## config.mk

```make
export PLATFORM = sky130hd
export DESIGN_NAME = imem_arbiter
export DESIGN_NICKNAME = d
export VERILOG_FILES = /design/src/rtl/imem_pkg.sv /design/src/rtl/imem_rsp_slot.sv /design/src/rtl/imem_arbiter.sv
export SDC_FILE = /design/constraint.sdc
export NUM_CORES = 1
export LEC_CHECK = 0
export BUFFER_PORTS_ARGS = -buffer_cell sky130_fd_sc_hd__buf_4
export CORE_MARGIN = 4
export CORE_UTILIZATION = 44
export DETAILED_ROUTE_END_ITERATION = 10
export GPL_TIMING_DRIVEN = 1
export PLACE_DENSITY = 0.93
export SYNTH_ARGS = -nofsm -noshare
export SYNTH_HDL_FRONTEND = slang
export SYNTH_SLANG_ARGS = --single-unit
```

## constraint.sdc

```tcl
create_clock -name clk -period 3.8 [get_ports clk]
set_input_delay 0.19 -clock clk [delete_from_list [all_inputs] [get_ports clk]]
set_output_delay 0.19 -clock clk [all_outputs]
set_load 0.01 [all_outputs]
```

## src/rtl/imem_pkg.sv

```systemverilog
// Shared constants and types for the instruction-memory arbiter.
package imem_pkg;

   localparam int unsigned IMEM_ADDR_W = 12;
   localparam int unsigned IMEM_DATA_W = 32;

   typedef enum logic {
      PORT_FETCH = 1'b0,
      PORT_LOAD  = 1'b1
   } port_e;

   typedef struct packed {
      logic                   valid;
      logic [IMEM_DATA_W-1:0] rdata;
   } rsp_slot_t;

endpackage

```

## src/rtl/imem_rsp_slot.sv

```systemverilog
// One-entry registered response slot with valid/ready; capture wins over drain.
module imem_rsp_slot #(
   parameter int unsigned DATA_W = 32
) (
   input  logic              clk,
   input  logic              rst_n,
   input  logic              capture,
   input  logic [DATA_W-1:0] cap_data,
   output logic              can_accept,
   output logic              rsp_valid,
   input  logic              rsp_ready,
   output logic [DATA_W-1:0] rsp_rdata
);

   logic              valid_q;
   logic [DATA_W-1:0] rdata_q;

   // Slot frees up in the same cycle it is drained.
   assign can_accept = !valid_q || rsp_ready;
   assign rsp_valid  = valid_q;
   assign rsp_rdata  = rdata_q;

   always_ff @(posedge clk or negedge rst_n) begin
      if (!rst_n) begin
         valid_q <= 1'b0;
         rdata_q <= '0;
      end else if (capture) begin
         valid_q <= 1'b1;
         rdata_q <= cap_data;
      end else if (valid_q && rsp_ready) begin
         valid_q <= 1'b0;
      end
   end

endmodule

```

## src/rtl/imem_arbiter.sv

```systemverilog
// Round-robin arbiter sharing the instruction memory between fetch (RO) and loader (RW).
// Optional IMEM_ARB_STATS_EN adds saturating conflict / fetch-stall counters.
module imem_arbiter
   import imem_pkg::*;
#(
   parameter int unsigned ADDR_W = IMEM_ADDR_W,
   parameter int unsigned DATA_W = IMEM_DATA_W
) (
   input  logic              clk,
   input  logic              rst_n,
   input  logic              f_req_valid,
   output logic              f_req_ready,
   input  logic [31:0]       f_req_addr,
   output logic              f_rsp_valid,
   input  logic              f_rsp_ready,
   output logic [DATA_W-1:0] f_rsp_rdata,
   input  logic              l_req_valid,
   output logic              l_req_ready,
   input  logic              l_req_we,
   input  logic [31:0]       l_req_addr,
   input  logic [DATA_W-1:0] l_req_wdata,
   output logic              l_rsp_valid,
   input  logic              l_rsp_ready,
   output logic [DATA_W-1:0] l_rsp_rdata,
   output logic [ADDR_W-1:0] mem_addr,
   output logic              mem_we,
   output logic [DATA_W-1:0] mem_wdata,
   input  logic [DATA_W-1:0] mem_rdata
`ifdef IMEM_ARB_STATS_EN
   ,
   output logic [31:0]       conflict_cnt,
   output logic [31:0]       fetch_stall_cnt
`endif
);

   logic              f_can, l_can;
   logic              elig_f, elig_l;
   logic              grant_f, grant_l;
   port_e             last_grant;
   logic [ADDR_W-1:0] mem_addr_q;
   logic [ADDR_W-1:0] f_word, l_word;
   logic [DATA_W-1:0] l_cap_data;
   logic              unused_addr_bits;

   assign f_word = f_req_addr[ADDR_W+1:2];
   assign l_word = l_req_addr[ADDR_W+1:2];
   assign unused_addr_bits = ^{f_req_addr[31:ADDR_W+2], f_req_addr[1:0],
                               l_req_addr[31:ADDR_W+2], l_req_addr[1:0]};

   assign elig_f = f_req_valid && f_can;
   assign elig_l = l_req_valid && l_can;

   always_comb begin
      grant_f = 1'b0;
      grant_l = 1'b0;
      if (rst_n) begin
         if (elig_f && elig_l) begin
            if (last_grant == PORT_LOAD) grant_f = 1'b1;
            else                         grant_l = 1'b1;
         end else begin
            grant_f = elig_f;
            grant_l = elig_l;
         end
      end
   end

   assign f_req_ready = grant_f;
   assign l_req_ready = grant_l;

   always_comb begin
      mem_addr = mem_addr_q;
      if (grant_f)      mem_addr = f_word;
      else if (grant_l) mem_addr = l_word;
   end

   assign mem_we     = grant_l && l_req_we;
   assign mem_wdata  = l_req_wdata;
   assign l_cap_data = l_req_we ? '0 : mem_rdata;

   // Idle cycles keep presenting the last granted address.
   always_ff @(posedge clk or negedge rst_n) begin
      if (!rst_n) begin
         last_grant <= PORT_LOAD;
         mem_addr_q <= '0;
      end else begin
         mem_addr_q <= mem_addr;
         if (grant_f)      last_grant <= PORT_FETCH;
         else if (grant_l) last_grant <= PORT_LOAD;
      end
   end

   imem_rsp_slot #(.DATA_W(DATA_W)) u_f_slot (
      .clk        (clk),
      .rst_n      (rst_n),
      .capture    (grant_f),
      .cap_data   (mem_rdata),
      .can_accept (f_can),
      .rsp_valid  (f_rsp_valid),
      .rsp_ready  (f_rsp_ready),
      .rsp_rdata  (f_rsp_rdata)
   );

   imem_rsp_slot #(.DATA_W(DATA_W)) u_l_slot (
      .clk        (clk),
      .rst_n      (rst_n),
      .capture    (grant_l),
      .cap_data   (l_cap_data),
      .can_accept (l_can),
      .rsp_valid  (l_rsp_valid),
      .rsp_ready  (l_rsp_ready),
      .rsp_rdata  (l_rsp_rdata)
   );

`ifdef IMEM_ARB_STATS_EN
   always_ff @(posedge clk or negedge rst_n) begin
      if (!rst_n) begin
         conflict_cnt    <= '0;
         fetch_stall_cnt <= '0;
      end else begin
         if (elig_f && elig_l && conflict_cnt != '1)
            conflict_cnt <= conflict_cnt + 32'd1;
         if (f_req_valid && !f_req_ready && fetch_stall_cnt != '1)
            fetch_stall_cnt <= fetch_stall_cnt + 32'd1;
      end
   end
`endif

endmodule

```

* After elaboration in Yosys (flattened, before gate mapping)
Index checks and enable logic that the tools add are counted.
** Word-level totals
- Logic and storage cells :: 34
- Output and inout port bits :: 113
- Bits in registers :: 79
- Bits in writable memories :: 0
- Bits of input ports :: 135
- Latch bits :: 0
- Memories :: 0
- ROM bits :: 0
** Operators by class
- Divide/modulo/power cells :: 0
- Multipliers :: 0
- Bitwise logic cells :: 0
- Shifts and indexed selects :: 0
- Equality and inequality tests :: 0
- $add $sub $neg :: 0
- Muxes and demuxes :: 15
- Reduce and logical (&&, ||, !) cells :: 13
- Order comparisons :: 0
** Operators with widths (number)
- two-way mux 32 bit :: 1
- two-way mux 12 bit :: 2
- two-way mux 1 bit :: 12
- logical AND 1 bit :: 6
- nonzero test 2 bit :: 3
- logical NOT 1 bit :: 2
- logical OR 1 bit :: 2

* Longest topological paths before layout
Gate-level depths: netlist (run 1).
- Depth in word-level cells :: 8
- Gate-level depth with buffers :: 6
- Gate-level depth less buffers :: 4

* By module
A second synthesis (run 1) with hierarchy kept.
** Unflattened totals
- Cell total of the unflattened synthesis :: 261
- Area, all modules :: 3891.2 µm²
** By module, submodules not included
- imem_rsp_slot :: area each 1378.8 µm², cells each 71, instances 2, sequential area each 825.8 µm²
- imem_arbiter :: area each 1133.6 µm², cells each 119, instances 1, sequential area each 326.6 µm²

* Worst setup path before layout (run 1)
OpenSTA, ideal clock, no wires.
- Path type :: flip-flop to output port
- From :: reg last_grant
- To :: out mem_addr[10]
- Data arrival time :: 1404 ps
- Data required time :: 3610 ps
- Buffers on the path :: 2
- Slack :: 2206 ps
- Stages on the path, launching flop included :: 7
- Path through :: dfstp_2 nor2b_2 a211oi_4 buf_8 buf_12 nand2_1 o21ai_2
** On the way
- Elaborated cells between the ends (all ways) :: 8
- Classes of those cells :: mux: 8
** RTL lines
- start, declared :: line imem_arbiter.sv:39 : port_e last_grant;
- start signal, assigned :: line imem_arbiter.sv:83 : last_grant <= PORT_LOAD;
- start signal, assigned :: line imem_arbiter.sv:87 : if (grant_f) last_grant <= PORT_FETCH;
- start signal, assigned :: line imem_arbiter.sv:88 : else if (grant_l) last_grant <= PORT_LOAD;
- two-way mux 1 bit :: line imem_arbiter.sv:58 : if (last_grant == PORT_LOAD) grant_f = 1'b1;
- two-way mux 1 bit :: line imem_arbiter.sv:57 : if (elig_f && elig_l) begin
- two-way mux 1 bit :: line imem_arbiter.sv:56 : if (rst_n) begin
- named net f_req_ready :: line imem_arbiter.sv:12 : output logic f_req_ready,
- two-way mux 12 bit :: line imem_arbiter.sv:72 : if (grant_f) mem_addr = f_word;
- end, declared :: line imem_arbiter.sv:25 : output logic [ADDR_W-1:0] mem_addr,
The timed path passes the listed nets, and every way through them passes these cells.

* Worst setup path after layout (run 1)
- From :: in rst_n
- To :: out mem_addr[3]
** On the way
- Word-level cells in the longest chain between the ends :: 3
- Elaborated cells between the ends (all ways) :: 4
- Classes of those cells :: mux: 4
** Ends and longest elaborated chain
- start, declared :: line imem_arbiter.sv:10 : input logic rst_n,
- two-way mux 1 bit :: line imem_arbiter.sv:56
- two-way mux 12 bit :: line imem_arbiter.sv:73 : else if (grant_l) mem_addr = l_word;
- two-way mux 12 bit * :: line imem_arbiter.sv:72
Every way passes the cells marked *; elsewhere a longest branch is shown, timed or not.

==> out/metrics.yaml, run 1 <==
outcome: "finished clean"
final_max_slew_viol_count: 0
synthArstFlopShare: 1.00
fin_tns_setup_ns: 0
maxCapViolations: 0
cellLeakagePower_uw: 0.00234
clockRootBuffer: "clkbuf_8"
ys_seq_area_frac: 0.562
grt_pass1_wl_mm: 13.4
via_per_inst: 4.93
syn_nets: 442
rsz0062_at_grt: "no"
peakVddDrop_uv: 298
dp_hpwl_mm: 6.06
vias: 2581
core-area_um2: 7770
hp-start: "f_req_addr[7]"
fin_cells: 524
netlist.area_leader.share: 0.555
drt_iter0_markers: 97
io_pins: 248
chipWidth_um: 97.4
met3_usage: 0.0625
crit_fanout: 59
synth_seq_cells: 79
drive_gt1_frac: 0.493
clkSlewWorstSetupHoldPaths_ns: 0.08
wl_per_cell_um: 15.5
synth_most_common_cell: "nand2_1"
antenna_found_initial: 0
period_needed_ns: 2.77
postCtsSetupBuffers: 0
fmax_ghz: 0.361
io_buffers: 143
setup_viol: 0
p_per_area_nw_per_um2: 562
clkLatencyLatePin_ns: 0.34
drt_pre_antenna_iters: 4
nets: 552
track_usage: 0.173
grt_overflow: 0
synth_top_area_cell: "dfrtp_1"
ant_nets: 0
syn_inst: 307
worstSetupStartpoint: "rst_n"
htreeDepth: 3
die_area_um2: 9490
start_util: 0.453
synth_edf_count: 0
cts_buffer_depth: 2
area_growth_pct: 31.2
critPathRequiredTime_ns: 3.61
ys_types: 25
first_global_vias: 2695
ys_warn_count: 0
routed_wl_mm: 8.13
met2_usage: 0.286
rows: 32
yosys-top-cells-area: "dfrtp_1 (55%), nand2_1 (8.4%), buf_4 (7.3%)"
clkSinkCount: 79
hold_slack_ns: 0.0716
crit_type: "input port to primary output"
r2r-start: "last_grant"
synth_top_flop_cell: "dfrtp_1"
diodes: 0
ctsResizeCount: 0
syn-mean-instance-area_um2: 11.5
netlist_area_um2: 3520
crit_path_end_kind: "primary output"
post-route-period-util: 0.729
die_y_um: 97.4
grt.busiest_layer: "met2"
hold_violations: 0
dp_cells: 507
clock_skew_ns: 0.00752
synthTopCellsByCount: "nand2_1 (79), dfrtp_1 (78), buf_4 (34)"
post-route-util: 0.594
place.gp.congestion: 0.753
drcViolationCount: 0
grt_max_degree: 60
grt_use_met1: 0.199
hold_class: "input port to register"
cts_tree: "built"
arrival_ns: 2.58
worst_pin_slew_ns: 1.03
cts_made_buffers: 9
relSlewSlack: 0.311
start_kind: "input port"
holdBufCountCts: 1
kinds of logic after synthesis:
kind of cell	count (synthesis)	share of synthesized area
mux	44	0.146
simple gates	86	0.0992
buf+inv	51	0.108
flops	79	0.562
compound gates	47	0.0843
registers in the layout, summed over array words and instances, names as in the netlist:
| name | cells |
|---|---|
| mem_addr_q | 12 |
| u_f_slot.rsp_rdata | 32 |
| last_grant | 1 |
| u_l_slot.rsp_rdata | 32 |
| u_l_slot.rsp_valid | 1 |
| u_f_slot.rsp_valid | 1 |
critical path, stage by stage:
cell           delay, ns
dlygate4sd3_1       0.53
buf_4               0.43
nand2_1             0.17
a211oi_4            0.17
buf_4               0.63
nand2_1             0.17
o21ai_2             0.10
buf_4               0.14
where the power goes:
part	internal [µW]	leakage [µW]	switching [µW]	total, µW
Clock	391	0.000117	303	695
Combinational	420	0.00125	345	765
Sequential	1030	0.000977	102	1130
Total	1840	0.00234	750	2590
through the flow:
step	power (µW)	setup WS, ns	area, µm²
final	2590	1.03	4620
after global routing	2740	0.745	4620
after CTS	2630	0.970	4620
after detailed placement	1930	1.52	4380
after global placement	1890	1.59	4380
after floorplan	1530	2.21	3520
path summary, 6_finish.rpt:
path                                          endpoint  slack, ns  depth (start not counted)
worst max-delay path                       mem_addr[3]       1.03                          8
worst min-delay path                     mem_addr_q[5]       0.07                          3
worst max register to register  u_l_slot.rsp_rdata[10]       1.71                          4
worst min register to register  u_l_slot.rsp_rdata[25]       0.49                          2
max in group asynchronous                   last_grant       2.49                          3
min in group asynchronous       u_l_slot.rsp_rdata[16]       0.37                          2
area by class of cell:
| type | count | area, µm² |
|---|---|---|
| Multi-Input combinational cell | 177 | 1160 |
| Inverter | 2 | 7.51 |
| Sequential cell | 79 | 1980 |
| Timing Repair Buffer | 148 | 1110 |
| Fill cell | 639 | 3150 |
| Tap cell | 102 | 128 |
| Clock buffer | 10 | 138 |
| Clock inverter | 6 | 91.3 |
per-layer routing:
| layer | wire (µm) | vias to the layer above | part of all wire |
|---|---|---|---|
| li1 | - | 1201 | - |
| met1 | 3100 | 1250 | 0.38 |
| met2 | 4090 | 103 | 0.50 |
| met3 | 690 | 27 | 0.085 |
| met4 | 253 | 0 | 0.031 |
| met5 | 0 | - | 0 |
placed cells by master (no fill, tap or decap), drive strengths merged, types with 2 or more instances in the layout:
cell type / Yosys / final
nor2b: 2 / 2
clkbuf: 6 / 10
dfrtp: 78 / 78
nor2: 2 / 2
clkinv: 0 / 3
inv: 2 / 3
mux2: 32 / 32
o21ai: 44 / 44
buf: 43 / 147
mux2i: 12 / 12
bufinv: 0 / 2
nand2: 79 / 79
No activity file was read; power rests on OpenSTA's default activity.
==> inputs of run 2 (changes only) <==
Settings changed: ABC_AREA set to 1, CORE_UTILIZATION 44 to 42, PLACE_DENSITY 0.93 to 0.89.
Clock period 3.8 ns to 2.7 ns, I/O delays scaled along.
==> run 2 against run 1 <==
Effect of this change:
- worst hold slack worse by 0.053 ns
- register-to-register slack worse by 0.91 ns
- synthesized cell count is 40% higher
- global-route usage is 1.8 points higher
- setup slack worse by 0.67 ns
- highest routed layer unchanged
- utilization is 0.71 points higher
- routed wire length is 17% higher
==> out/metrics.yaml, run 2 <==
maxCapViolations: 0  # unchanged
holdBufCountCts: 28  # +27
htreeDepth: 3  # unchanged
clock_skew_ns: 0.00918  # +0.00166 ns
post-route-period-util: 0.868
setup.reg_to_reg.worst_slack_ns: 0.80  # -0.91 ns
synth_top_area_cell: "dfrtp_1"
p_per_area_nw_per_um2: 730  # +30%
rsz0062_at_grt: "no"
start_util: 0.434  # -0.0187
synth_seq_cells: 79  # unchanged
syn-mean-instance-area_um2: 8.36  # -27%
grt_max_degree: 47  # -22%
netlist.area_leader.share: 0.544  # -0.0105
period_needed_ns: 2.34
ant_nets: 0  # unchanged
synth_edf_count: 0  # unchanged
drt_iter0_markers: 146  # +51%
fin_tns_setup_ns: 0  # unchanged
synth_most_common_cell: "nand2_1"
area_growth_pct: 38.5
core-area_um2: 8260  # +6.3%
die_y_um: 100  # +3.1%
clkSinkCount: 79  # unchanged
r2r-start: "u_l_slot.rsp_valid"
worst_pin_slew_ns: 0.647  # -0.385 ns
synthTopCellsByCount: "nand2_1 (199), dfrtp_1 (78), buf_4 (32), o21ai_1 (32), inv_1 (29)"
rows: 33  # +3.1%
cts_buffer_depth: 2  # unchanged
first_global_vias: 3137  # +16%
ys_types: 18  # -28%
grt_pass1_wl_mm: 15.2  # +13%
hold_class: "input port to register"
setup_viol: 0  # unchanged
critPathRequiredTime_ns: 2.57  # -1.04 ns
grt_overflow: 0  # unchanged
cellLeakagePower_uw: 0.00276  # +18%
outcome: "finished clean"
r2r_cells: 7  # +3
synthArstFlopShare: 1.00  # unchanged
cts_tree: "built"
chipWidth_um: 100  # +3.1%
arrival_ns: 2.21  # -0.37 ns
crit_type: "register to primary output"
netlist_area_um2: 3590  # +1.9%
io_buffers: 143  # unchanged
drive_gt1_frac: 0.308  # -0.185
clkLatencyLatePin_ns: 0.34  # about the same
setup_ws_ns: 0.356  # -0.674 ns
hp-start: "mem_rdata[2]"
cts_made_buffers: 9  # unchanged
place.gp.congestion: 0.847  # +13%
ctsResizeCount: 0  # unchanged
vias: 3180  # +23%
peakVddDrop_uv: 324  # +9.0%
most-common-layout-cells: "nand2_1 (199), buf_4 (149), dfrtp_1 (78)"
dpl_cell_area_um2: 4480  # +2.3%
reg2reg_to: "u_l_slot.rsp_rdata[22]"
worstSetupStartpoint: "u_l_slot.rsp_valid"
post-route-util: 0.601  # +0.00713
yosys-top-cells-area: "dfrtp_1 (54%), nand2_1 (21%), buf_4 (6.7%)"
dp_slack_ns: 0.703  # -0.815 ns
drt_pre_antenna_iters: 4  # unchanged
crit_path_end_kind: "primary output"
ys_seq_area_frac: 0.552  # -0.0106
routed_wl_mm: 9.50  # +17%
syn_inst: 429  # +40%
dp_hpwl_mm: 6.56  # +8.3%
wl_per_cell_um: 14.1  # -9.2%
drcViolationCount: 0  # unchanged
antenna_found_initial: 0  # unchanged
relSlewSlack: 0.567  # +0.256
synth_top_flop_cell: "dfrtp_1"
crit_fanout: 32  # -46%
die_area_um2: 10100  # +6.2%
syn_nets: 564  # +28%
final_max_slew_viol_count: 0  # unchanged
postCtsSetupBuffers: 0  # unchanged
hold_slack_ns: 0.0184  # -0.0532 ns
clockRootBuffer: "clkbuf_8"
start_kind: "register"
diodes: 0  # unchanged
via_per_inst: 4.72  # -4.2%
clkSlewWorstSetupHoldPaths_ns: 0.07  # about the same
endpoint: "mem_we"
io_pins: 248  # unchanged
ys_warn_count: 0  # unchanged
track_usage: 0.191  # +0.0177
nets: 701  # +27%
hold_violations: 0  # unchanged
fmax_ghz: 0.427
design_area_um2: 4970  # +7.6%
final_common_cell: "nand2_1"
run 2: cell count changes after synthesis, moves of 12 or more:
cell     previous run  this run
mux2_2             20         0
o21ai_1             4        32
mux2i_1            12         0
nand2_1            79       199
nand3_1             0        25
o21ai_0            32         1
inv_1               2        29
run 2: layout make-up:
cell class	count	area (µm²)
timing repair buffer	179	1430
fill	675	3290
clock buffer	9	124
inverter	31	119
clock inverter	5	75.1
multi-input combinational	266	1110
sequential	79	1980
tap	105	131
run 2: through the flow:
stage	cells	total power [µW]
global placement	631	2660
finish	674	3630
detailed placement	631	2710
CTS	673	3670
global route	674	3870
floorplan	429	2140
run 2: worst min path at each step:
stage / depth (start not counted) / endpoint
after floorplan: 0 / mem_addr_q[0]
after global routing: 3 / u_f_slot.rsp_rdata[2]
after CTS: 3 / mem_addr_q[8]
after global placement: 2 / mem_addr_q[0]
final: 3 / u_f_slot.rsp_rdata[2]
after detailed placement: 2 / mem_addr_q[0]
run 2: cells by family after synthesis:
| logic type | after synthesis | share of synthesized area |
|---|---|---|
| AND/OR/NAND/NOR | 233 | 0.263 |
| flip-flops | 79 | 0.552 |
| AO/OA/AOI/OAI | 33 | 0.0461 |
| buffers and inverters | 84 | 0.139 |
run 2: metal layers:
layer / track usage / wire length, µm / part of all wire / vias to the layer above
met5: 0 / 0 / 0 / -
met4: 0.0715 / 187 / 0.020 / 0
met3: 0.0535 / 828 / 0.087 / 26
met2: 0.323 / 4760 / 0.50 / 157
met1: 0.232 / 3720 / 0.39 / 1443
li1: - / - / - / 1554
run 2: power breakdown:
group / leakage, µW / internal, µW / switching, µW
Clock: 0.000105 / 506 / 406
Combinational: 0.00166 / 556 / 569
Sequential: 0.000994 / 1450 / 142
run 2: worst max-delay path, cell delays in order, from the launching register on:
cell     delay [ns]
dfrtp_1        0.39
nand2_2        0.09
nand2_1        0.08
nor2_4         0.27
nand2_2        0.45
buf_4          0.33
nor2_1         0.11
buf_4          0.15
==> inputs of run 3 (changes only) <==
--- a/config.mk
+++ b/config.mk
@@ -13,3 +13,3 @@
 export GPL_TIMING_DRIVEN = 1
-export PLACE_DENSITY = 0.89
+export PLACE_DENSITY = 0.88
 export SYNTH_ARGS = -nofsm -noshare
--- a/constraint.sdc
+++ b/constraint.sdc
@@ -3,2 +3,2 @@
 set_output_delay 0.135 -clock clk [all_outputs]
-set_load 0.01 [all_outputs]
+set_load 0.005 [all_outputs]
==> run 3 against run 2 <==
Effect of this change:
- clock skew fell by 0.0021 ns
- maximum frequency rose by 2.3%
- final cell count fell by 1.2%
- critical path depth fell by 2
- critical path type unchanged
- critical endpoint unchanged
- largest cell class unchanged
==> out/metrics.yaml, run 3 (synthesis gave the netlist of run 2 again) <==
multi_input_area_um2: 1110  # unchanged
setup_viol: 0  # unchanged
fin_tns_setup_ns: 0  # unchanged
clkLatencyLatePin_ns: 0.33  # about the same
area_growth_pct: 36.0
place.gp.congestion: 0.782  # -7.7%
crit_path_end_kind: "primary output"
crit_type: "register to primary output"
first_global_vias: 3198  # +1.9%
holdBufCountCts: 21  # -25%
io_pins: 248  # unchanged
postCtsSetupBuffers: 0  # unchanged
start_util: 0.434  # unchanged
core-area_um2: 8260  # unchanged
most-common-layout-cells: "nand2_1 (199), buf_4 (149), dfrtp_1 (78)"
hold_violations: 0  # unchanged
fmax_ghz: 0.437  # +2.3%
nets: 692  # -1.3%
drt_iter0_markers: 133  # -8.9%
diodes: 0  # unchanged
routed_wl_mm: 9.44  # -0.66%
peakVddDrop_uv: 430  # +33%
cts_tree: "built"
post-route-period-util: 0.848  # -0.0199
dp_cells: 630  # -0.16%
ctsResizeCount: 0  # unchanged
critPathRequiredTime_ns: 2.57  # about the same
crit_buf_inv: 2  # unchanged
die_y_um: 100  # unchanged
drt_pre_antenna_iters: 4  # unchanged
fillers: 700  # +3.7%
track_usage: 0.191  # +0.000238
rsz0062_at_grt: "no"
final_common_cell: "nand2_1"
cellLeakagePower_uw: 0.00272  # -1.4%
antenna_found_initial: 0  # unchanged
vias: 3135  # -1.4%
io_buffers: 143  # unchanged
ant_nets: 0  # unchanged
dp_slack_ns: 0.769  # +0.0657 ns
slowest_stage: "dfstp_2"
clockRootBuffer: "clkbuf_8"
crit_fanout: 22  # -31%
hold_slack_ns: 0.0181  # -0.000281 ns
chipWidth_um: 100  # unchanged
htreeDepth: 3  # unchanged
period_needed_ns: 2.29  # -0.0538 ns
grt_max_degree: 80  # +70%
clkSlewWorstSetupHoldPaths_ns: 0.08  # about the same
hold_class: "input port to register"
design_area_um2: 4880  # -1.8%
start_kind: "register"
grt_overflow: 0  # unchanged
cpMostUsedCell: "buf_4"
clock_skew_ns: 0.00707  # -0.00211 ns
maxCapViolations: 0  # unchanged
relSlewSlack: 0.363  # -0.204
seq_area_um2: 1980  # unchanged
fin_cells: 666  # -1.2%
arrival_ns: 2.16  # -0.05 ns
max_stage_delay_ns: 0.54  # +0.09 ns
critical_path.cell_chain: "nand3_2, nand2_2, buf_4, nor2_1, buf_4"
dpl_cell_area_um2: 4460  # -0.45%
p_per_area_nw_per_um2: 724  # -0.86%
cts_made_buffers: 9  # unchanged
drcViolationCount: 0  # unchanged
clkSinkCount: 79  # unchanged
cts_buffer_depth: 2  # unchanged
drive_gt1_frac: 0.310  # +0.00260
final_max_slew_viol_count: 0  # unchanged
setup_ws_ns: 0.410  # +0.0538 ns
die_area_um2: 10100  # unchanged
via_per_inst: 4.71  # -0.23%
wl_per_cell_um: 14.2  # +0.53%
outcome: "finished clean"
crit_family: "simple AND/OR/NAND/NOR gates"
grt_pass1_wl_mm: 15.4  # +1.3%
worst_pin_slew_ns: 0.956  # +0.309 ns
dp_hpwl_mm: 6.51  # -0.90%
rows: 33  # unchanged
==> run 3: worst paths after layout <==
| check | startpoint | to | slack (ns) | depth (start not counted) |
|---|---|---|---|---|
| max in group asynchronous | rst_n | u_l_slot.rsp_rdata[28] | 2.01 | 2 |
| setup reg to reg | last_grant | u_l_slot.rsp_rdata[22] | 0.80 | 5 |
| hold / removal | mem_rdata[28] | u_f_slot.rsp_rdata[28] | 0.02 | 3 |
| setup / recovery | last_grant | mem_we | 0.41 | 5 |
| min in group asynchronous | rst_n | u_l_slot.rsp_rdata[20] | 0.06 | 2 |
| hold reg to reg | u_f_slot.rsp_rdata[28] | u_f_slot.rsp_rdata[28] | 0.49 | 2 |
==> run 3: stage by stage <==
step                utilization  total power (µW)
finish                    0.591              3530
CTS                       0.591              3570
global placement          0.540              2550
detailed placement        0.540              2600
floorplan                     -              2020
global route              0.591              3770
==> run 3: cell type report <==
| type | instances | share of cell area |
|---|---|---|
| Clock buffer | 11 | 0.0290 |
| Inverter | 31 | 0.0244 |
| Sequential cell | 79 | 0.405 |
| Timing Repair Buffer | 170 | 0.272 |
| Tap cell | 105 | 0.0269 |
| Multi-Input combinational cell | 266 | 0.227 |
| Clock inverter | 4 | 0.0144 |
==> run 3: tightest hold or removal path: cells and delay by family <==
family,cells,cell delay (ns)
AND/OR/NAND/NOR,2,0.10
buffers and inverters,1,0.09
==> run 3: where the power goes <==
part	switching (µW)	total (µW)	internal, µW
Combinational	465	1000	536
Sequential	144	1590	1450
Clock	401	939	539
Total	1010	3530	2520
==> run 3: metal layers <==
| layer | up-vias | global-route usage | part of all wire |
|---|---|---|---|
| li1 | 1530 | - | - |
| met1 | 1431 | 0.232 | 0.40 |
| met2 | 146 | 0.320 | 0.49 |
| met3 | 28 | 0.0598 | 0.089 |
| met4 | 0 | 0.0684 | 0.023 |
| met5 | - | 0 | 0 |
